File: src/rtl/fetch_queue.sv
`default_nettype none
// ============================================================================
// Module   : fetch_queue
// Purpose  : Sequential PC generator feeding a 1-cycle-latency synchronous
//            instruction memory, with a FIFO of {PC, instruction} pairs that
//            drives decode over a valid/ready handshake. A redirect flushes
//            all buffered and in-flight fetches.
// Ports    : clock, reset            - clock, synchronous active-high reset
//            next_PC_select, target_PC - redirect strobe and target
//            PC                      - next address to fetch (registered)
//            imem_req/imem_addr/imem_rdata - instruction memory read port
//            out_valid/out_ready/out_PC/out_instruction - decode handshake
//            count                   - number of buffered entries
// Revision : 1.0 - initial release
// ============================================================================
module fetch_queue #(
    parameter int                        ADDRESS_BITS = 16,
    parameter int                        DATA_WIDTH   = 32,
    parameter logic [ADDRESS_BITS-1:0]   RESET_PC     = '0,
    parameter int                        PC_STEP      = 4,
    parameter int                        FIFO_DEPTH   = 4
) (
    input  logic                              clock,
    input  logic                              reset,
    input  logic                              next_PC_select,
    input  logic [ADDRESS_BITS-1:0]           target_PC,
    output logic [ADDRESS_BITS-1:0]           PC,
    output logic                              imem_req,
    output logic [ADDRESS_BITS-1:0]           imem_addr,
    input  logic [DATA_WIDTH-1:0]             imem_rdata,
    output logic                              out_valid,
    input  logic                              out_ready,
    output logic [ADDRESS_BITS-1:0]           out_PC,
    output logic [DATA_WIDTH-1:0]             out_instruction,
    output logic [$clog2(FIFO_DEPTH+1)-1:0]   count
);

    localparam int c_CW = $clog2(FIFO_DEPTH + 1);
    localparam int c_PW = $clog2(FIFO_DEPTH);

    logic [ADDRESS_BITS-1:0] r_pc;
    logic                    r_inflight;
    logic [ADDRESS_BITS-1:0] r_inflight_pc;
    logic [c_CW-1:0]         r_count;
    logic [c_PW-1:0]         r_wr_ptr;
    logic [c_PW-1:0]         r_rd_ptr;
    logic [ADDRESS_BITS-1:0] r_fifo_pc    [FIFO_DEPTH];
    logic [DATA_WIDTH-1:0]   r_fifo_instr [FIFO_DEPTH];

    logic [c_CW:0]           w_occupancy;
    logic                    w_credit;
    logic                    w_push;
    logic                    w_pop;

    // Outstanding request counts as occupied so the response always has a
    // slot; a pop in this cycle is deliberately not credited.
    assign w_occupancy = {1'b0, r_count} + {{c_CW{1'b0}}, r_inflight};
    assign w_credit    = w_occupancy < (c_CW+1)'(FIFO_DEPTH);

    assign imem_req  = !reset && !next_PC_select && w_credit;
    assign imem_addr = r_pc;
    assign PC        = r_pc;

    assign out_valid       = (r_count != '0) && !next_PC_select && !reset;
    assign out_PC          = r_fifo_pc[r_rd_ptr];
    assign out_instruction = r_fifo_instr[r_rd_ptr];
    assign count           = r_count;

    // out_valid already masks reset/redirect, so no pop happens then.
    assign w_pop  = out_valid && out_ready;
    assign w_push = r_inflight;

    always_ff @(posedge clock) begin
        if (reset) begin
            r_pc          <= RESET_PC;
            r_inflight    <= 1'b0;
            r_inflight_pc <= '0;
            r_count       <= '0;
            r_wr_ptr      <= '0;
            r_rd_ptr      <= '0;
        end else if (next_PC_select) begin
            // Flush: the pending response is simply never pushed.
            r_pc       <= target_PC;
            r_inflight <= 1'b0;
            r_count    <= '0;
            r_wr_ptr   <= '0;
            r_rd_ptr   <= '0;
        end else begin
            r_inflight <= imem_req;
            if (imem_req) begin
                r_pc          <= r_pc + ADDRESS_BITS'(PC_STEP);
                r_inflight_pc <= r_pc;
            end
            if (w_push) begin
                r_wr_ptr <= r_wr_ptr + 1'b1;
            end
            if (w_pop) begin
                r_rd_ptr <= r_rd_ptr + 1'b1;
            end
            case ({w_push, w_pop})
                2'b10:   r_count <= r_count + 1'b1;
                2'b01:   r_count <= r_count - 1'b1;
                default: r_count <= r_count;
            endcase
        end
    end

    // Payload storage needs no reset; validity is tracked by r_count.
    always_ff @(posedge clock) begin
        if (!reset && !next_PC_select && w_push) begin
            r_fifo_pc[r_wr_ptr]    <= r_inflight_pc;
            r_fifo_instr[r_wr_ptr] <= imem_rdata;
        end
    end

endmodule
`default_nettype wire
File: config.mk
export PLATFORM = sky130hd
export DESIGN_NAME = fetch_queue
export DESIGN_NICKNAME = d
export VERILOG_FILES = /design/src/rtl/fetch_queue.sv
export SDC_FILE = /design/constraint.sdc
export NUM_CORES = 1
export LEC_CHECK = 0
export ABC_CLOCK_PERIOD_IN_PS = 6700
export BUFFER_PORTS_ARGS = -buffer_cell sky130_fd_sc_hd__buf_2
export CAP_MARGIN = 20
export CORE_ASPECT_RATIO = 1.4
export CORE_MARGIN = 2
export CORE_UTILIZATION = 55
export CTS_CLUSTER_DIAMETER = 100
export DETAILED_ROUTE_END_ITERATION = 12
export PLACE_DENSITY_LB_ADDON = 0.25
export SLEW_MARGIN = 20
export SYNTH_ARGS = -nofsm -noshare
export SYNTH_HDL_FRONTEND = slang
export SYNTH_SLANG_ARGS = --single-unit
File: constraint.sdc
create_clock -name clock -period 6.7 [get_ports clock]
set_clock_uncertainty 0.1 [all_clocks]
set_input_delay 0.335 -clock clock [delete_from_list [all_inputs] [get_ports clock]]
set_output_delay 0.335 -clock clock [all_outputs]
set_load 0.02 [all_outputs]
==> impl_results.md, run 1 <==
* PnR worst setup slack at 3.68 ns
* I/O Buffers at 136
* Seq/Total Area, Yosys at 74.2%
* Clock buffer depth at 3
* Finish-stage setup viols at 0
* Status: complete, no violations
* Site Rows at 55
* Largest net degree at the start of global routing at 49
* Fin crit share at 45.1%
* Syn_nets at 550
* Post-DRT Antenna Nets at 0
* Syn. warnings at 0
* Initial core utilization at 55.6%
* Synth-to-Final Area Change at 20.7%
* RSZ-0062 raised after global routing: false
* Layout cells sized above 1 at 35.3%
* Post-synth EDFFs at 192
* Core ar. at 16000 µm²
* Pre-CTS setup slack at 3.82 ns
* Arrival time worst endpoint at 2.59 ns
* Post-Syn Area per Cell at 18.1 µm²
* Vias in the first global route at 4951
* Least-Margin Pin Slew at 0.994 ns
* Fin crit period at 3.02 ns
* Hold Slack at 0.0159 ns
* Die width at 112 µm
* Post-DP HPWL at 9.13 mm
* DRT Wirelength at 15.7 mm
* Top-count cell post-synth: edfxtp_1
* CP Launch Type: flip-flop
* Root Driver: clkbuf_16
* Slew headroom at 33.7%
* Setup_tns at 0 ns
* Peak VDD IR at 0.000237 V
* CP Capture Type: primary output
* Total Power at 0.00296 W
* DRC at 0
* Max-Cap Viols at 0
* Htree depth at 1
* HP Class: input port to flip-flop
* Yosys top cell area share at 64.7%
* # diodes at 0
* Power Density at 275 nW/µm²
* Top cells by area, synth: edfxtp_1 (65%), mux4_2 (12%), dfxtp_1 (9.4%), nand2_1 (1.7%), buf_4 (1.4%)
* Antenna violations before repair at 0
* Post-Synthesis Cells at 491
* R2R cell count at 5
* Clk sink count at 234
* Fin. max-slew vios at 0
* First-pass GRT wire length at 25.2 mm
* Leakage power at 3.82 nW
* Crit path kind: flip-flop to primary output
* FF+latch count, synth at 234
* Nets@finish at 712
* Iter 0 DRT Violations at 375
* Die Area at 17200 µm²
* Cell depth of the worst hold path at 3
* CP Max Fanout at 20
* Io pins at 137
* Main synth FF type: edfxtp_1
* Clock buffer count from CTS at 22
* Tot GR Track Use at 18.4%
* Post-synth ARST share at 0%
* Vias post-DR at 4743
* Fin. Hold Viols at 0
* Largest area contributor in the netlist: edfxtp_1
* Worst Path Required at 6.26 ns
* Most frequent cells after synthesis: edfxtp_1 (192), mux4_2 (48), dfxtp_1 (42)
* GPL Wtd Cong at 0.740
* Clock latency on the worst-skew pair at 0.49 ns
* Routed vias/inst at 5.46
* Remaining Overflow, GRT at 0
* CTS tree: yes
* FMAX at 331 MHz
* Die H at 155 µm
* Wire length per cell at 18.1 µm
* Cts repair resizes at 0
* Netlist Area Pre-Place at 8910 µm²
* Unique cell type count in the Yosys netlist at 39
* Router iterations before antenna repair at 5
* CTS clk-pin slew, worst paths at 0.07 ns
cells in the final DEF (no fill, tap or decap), types with 6 or more instances in the layout:
cell type,netlist,layout
edfxtp_1,192,192
buf_2,8,136
mux4_2,48,48
nand2_1,41,41
dfxtp_1,42,40
dlygate4sd3_1,0,36
clkbuf_16,0,23
nor2_1,22,22
a21oi_1,21,21
inv_1,10,10
xor2_1,9,9
nand3_1,6,6
ha_1,6,6
logic make-up after synthesis:
| kind of cell | share of synthesized area, % |
|---|---|
| buf+inv | 3.02 |
| flops | 74.2 |
| simple gates | 5.00 |
| xor+xnor | 1.08 |
| mux | 12.6 |
| fa+ha+maj | 1.07 |
| compound gates | 3.06 |
what timing repair did:
| item | CTS | global route |
|---|---|---|
| hold endpoints to repair | 132 | 0 |
| buffers inserted | 0 | 0 |
| hold buffers | 36 | 0 |
final timing paths:
kind | slack (ns) | from | to
worst max-delay path | 3.68 | r_inflight | imem_req
worst min-delay path | 0.02 | target_PC[15] | PC[15]
worst max register to register | 4.38 | r_inflight | r_inflight_pc[13]
worst min register to register | 0.40 | r_inflight_pc[4] | r_inflight_pc[4]
layout make-up:
type,instances,area (µm²)
Timing Repair Buffer,177,1080
Clock inverter,11,116
Multi-Input combinational cell,207,2040
Fill cell,1066,5280
Sequential cell,234,6610
Clock buffer,29,618
Tap cell,199,249
Inverter,11,41.3
worst max-delay path, cell delays in order, from the launching register on:
cell	delay (ns)
dfxtp_1	0.50
a31oi_4	0.23
nand2_1	0.50
clkinv_1	0.55
buf_2	0.32
per-stage QoR:
step	cell area, µm²	utilization [%]	instances
2_1_floorplan	8910	-	491
4_1_cts	10800	67.1	868
6_report	10800	67.1	868
5_1_grt	10800	67.1	868
3_3_place_gp	9660	60.2	792
3_5_place_dp	9660	60.2	792
power breakdown:
part	internal, W	switching [W]	total, W	leakage [nW]
clock	0.000731	0.000500	0.00123	0.361
combinational	0.0000536	0.0000704	0.000124	1.35
sequential	0.00158	0.0000187	0.00160	2.11
total	0.00237	0.000589	0.00296	3.82
sequential cells by signal, summed over array words and instances (netlist names), named ones only:
register,flops
PC,16
count,3
r_fifo_instr,128
r_fifo_pc,64
r_inflight,1
r_inflight_pc,16
r_rd_ptr,2
r_wr_ptr,2
metal layers:
metal / wire length, µm / global-route usage, % / vias to the layer above / share of wire, %
li1: - / - / 2226 / -
met1: 6380 / 23.4 / 2333 / 41
met2: 8200 / 33.4 / 167 / 52
met3: 905 / 2.78 / 17 / 5.8
met4: 190 / 4.70 / 0 / 1.2
met5: 0 / 0 / - / 0
(Power assumes the default switching activity.)
==> inputs of run 2 (changes only) <==
Settings changed: ABC_CLOCK_PERIOD_IN_PS 6700 to 2900.
Clock period 6.7 ns to 2.9 ns, I/O delays scaled along.
==> run 2 against run 1 <==
- sequential power rose by 130%
- critical path depth fell by 1
- flip-flop and latch count did not move
- hold slack improved by 0.028 ns
- total power rose by 130%
- clock power rose by 130%
==> impl_results.md, run 2 (synthesized netlist as in run 1, its figures left out) <==
* CP Capture Type: primary output
* Fin crit share at 82.3%
* Post-DP HPWL at 9.81 mm
* # diodes at 0
* Finish-stage setup viols at 0
* Peak VDD IR at 0.000443 V
* Fin. max-slew vios at 0
* Setup_tns at 0 ns
* Final core utilization at 68.9%
* HP Class: input port to flip-flop
* Nets@finish at 737
* Die Area at 17200 µm²
* DRT Wirelength at 16.5 mm
* Vias in the first global route at 5283
* Tot GR Track Use at 19.2%
* Slowest stage delay, CP at 0.56 ns
* CTS tree: yes
* Crit path kind: flip-flop to primary output
* Top Registers: r_fifo_instr (128), r_fifo_pc (64)
* Clock buffer count from CTS at 22
* I/O Buffers at 136
* Wire length per cell at 18.5 µm
* Root Driver: clkbuf_16
* Leakage power at 3.93 nW
* Most frequent cells in the layout: edfxtp_1 (192), buf_2 (136), dlygate4sd3_1 (55), mux4_2 (48), nand2_1 (41)
* Max-Cap Viols at 0
* Max reg flops at 128
* Routed vias/inst at 5.53
* Cts repair resizes at 0
* CP top delay family: flip-flops
* DRC at 0
* Clk sink count at 234
* Largest net degree at the start of global routing at 49
* Fin crit period at 2.39 ns
* Total Power at 0.00682 W
* GPL Wtd Cong at 0.751
* Synth-to-Final Area Change at 24.0%
* CTS clk-pin slew, worst paths at 0.06 ns
* FMAX at 419 MHz
* Initial core utilization at 55.6%
* Power Density at 618 nW/µm²
* Cell breakdown of the critical path: buf_4 -> mux4_2 -> buf_2
* Bufs and invs on worst path at 2
* Arrival time worst endpoint at 2.14 ns
* Fin. Hold Viols at 0
* Core ar. at 16000 µm²
* CP Max Fanout at 17
* Clock buffer depth at 3
* Post-DRT Antenna Nets at 0
* Die H at 155 µm
* Router iterations before antenna repair at 4
* CP Launch Type: flip-flop
* Worst Path Required at 2.65 ns
* Io pins at 137
* First-pass GRT wire length at 26.5 mm
* Least-Margin Pin Slew at 0.629 ns
* Antenna violations before repair at 0
* Slew headroom at 58.0%
* Status: complete, no violations
* Hold Slack at 0.0441 ns
* Fillers at 1042
* Iter 0 DRT Violations at 285
* Reg with most FFs: r_fifo_instr
* Site Rows at 55
* Die width at 112 µm
* Clock latency on the worst-skew pair at 0.49 ns
* Remaining Overflow, GRT at 0
* Layout cells sized above 1 at 35.3%
* RSZ-0062 raised after global routing: false
* Vias post-DR at 4938
* Htree depth at 1
* CP max-delay cell: dfxtp_4
* Commonest non-fill, non-tap cell in the layout: edfxtp_1
## run 2: cell types whose count changed in the layout (fill, tap and decap cells not counted), moves of 2 or more
| cell | previous run | this run |
|---|---|---|
| buf_12 | 0 | 5 |
| clkbuf_8 | 2 | 4 |
| clkinv_1 | 3 | 1 |
| dlygate4sd3_1 | 36 | 55 |
## run 2: cell type report
| type | instances | area (µm²) | share of cell area (%) |
|---|---|---|---|
| Inverter | 11 | 41.3 | 0.374 |
| Tap cell | 199 | 249 | 2.25 |
| Clock buffer | 30 | 642 | 5.81 |
| Clock inverter | 10 | 86.3 | 0.782 |
| Sequential cell | 234 | 6610 | 59.9 |
| Timing Repair Buffer | 202 | 1380 | 12.5 |
| Multi-Input combinational cell | 207 | 2040 | 18.4 |
## run 2: through the flow
stage / cells / area, µm² / worst slack (ns)
floorplan: 491 / 8910 / 0.586
finish: 893 / 11000 / 0.513
global placement: 798 / 9760 / 0.635
CTS: 893 / 11000 / 0.428
global route: 893 / 11000 / 0.379
detailed placement: 798 / 9760 / 0.446
## run 2: final timing paths
check / from / slack (ns) / to / cells after the start
setup / recovery: flip-flop / 0.51 / out_PC[7] / 3
hold / removal: reset / 0.04 / PC[1] / 3
setup reg to reg: count[0] / 0.59 / count[2] / 8
hold reg to reg: r_inflight_pc[4] / 0.40 / r_inflight_pc[4] / 2
## run 2: worst reg2reg max path: stages (launching register included)
cell,delay (ns)
dfxtp_1,0.45
or3_1,0.18
and3_1,0.21
ha_1,0.21
inv_1,0.07
fa_1,0.39
xor2_1,0.18
or3_1,0.32
a21oi_1,0.15
## run 2: per-layer routing
layer	up-vias	wire length [µm]	global-route usage (%)
li1	2273	-	-
met5	-	0	0
met4	0	346	6.47
met3	28	819	3.25
met2	169	8690	34.4
met1	2468	6620	23.9
## run 2: what timing repair did
action,CTS,global route
endpoints found under the hold margin,146,0
setup buffers,0,0
hold buffers,55,0
## run 2: where the power goes
part,internal [W],switching (W)
clock network,0.00165,0.00115
logic,0.000145,0.000171
registers,0.00366,0.0000434
total,0.00545,0.00137
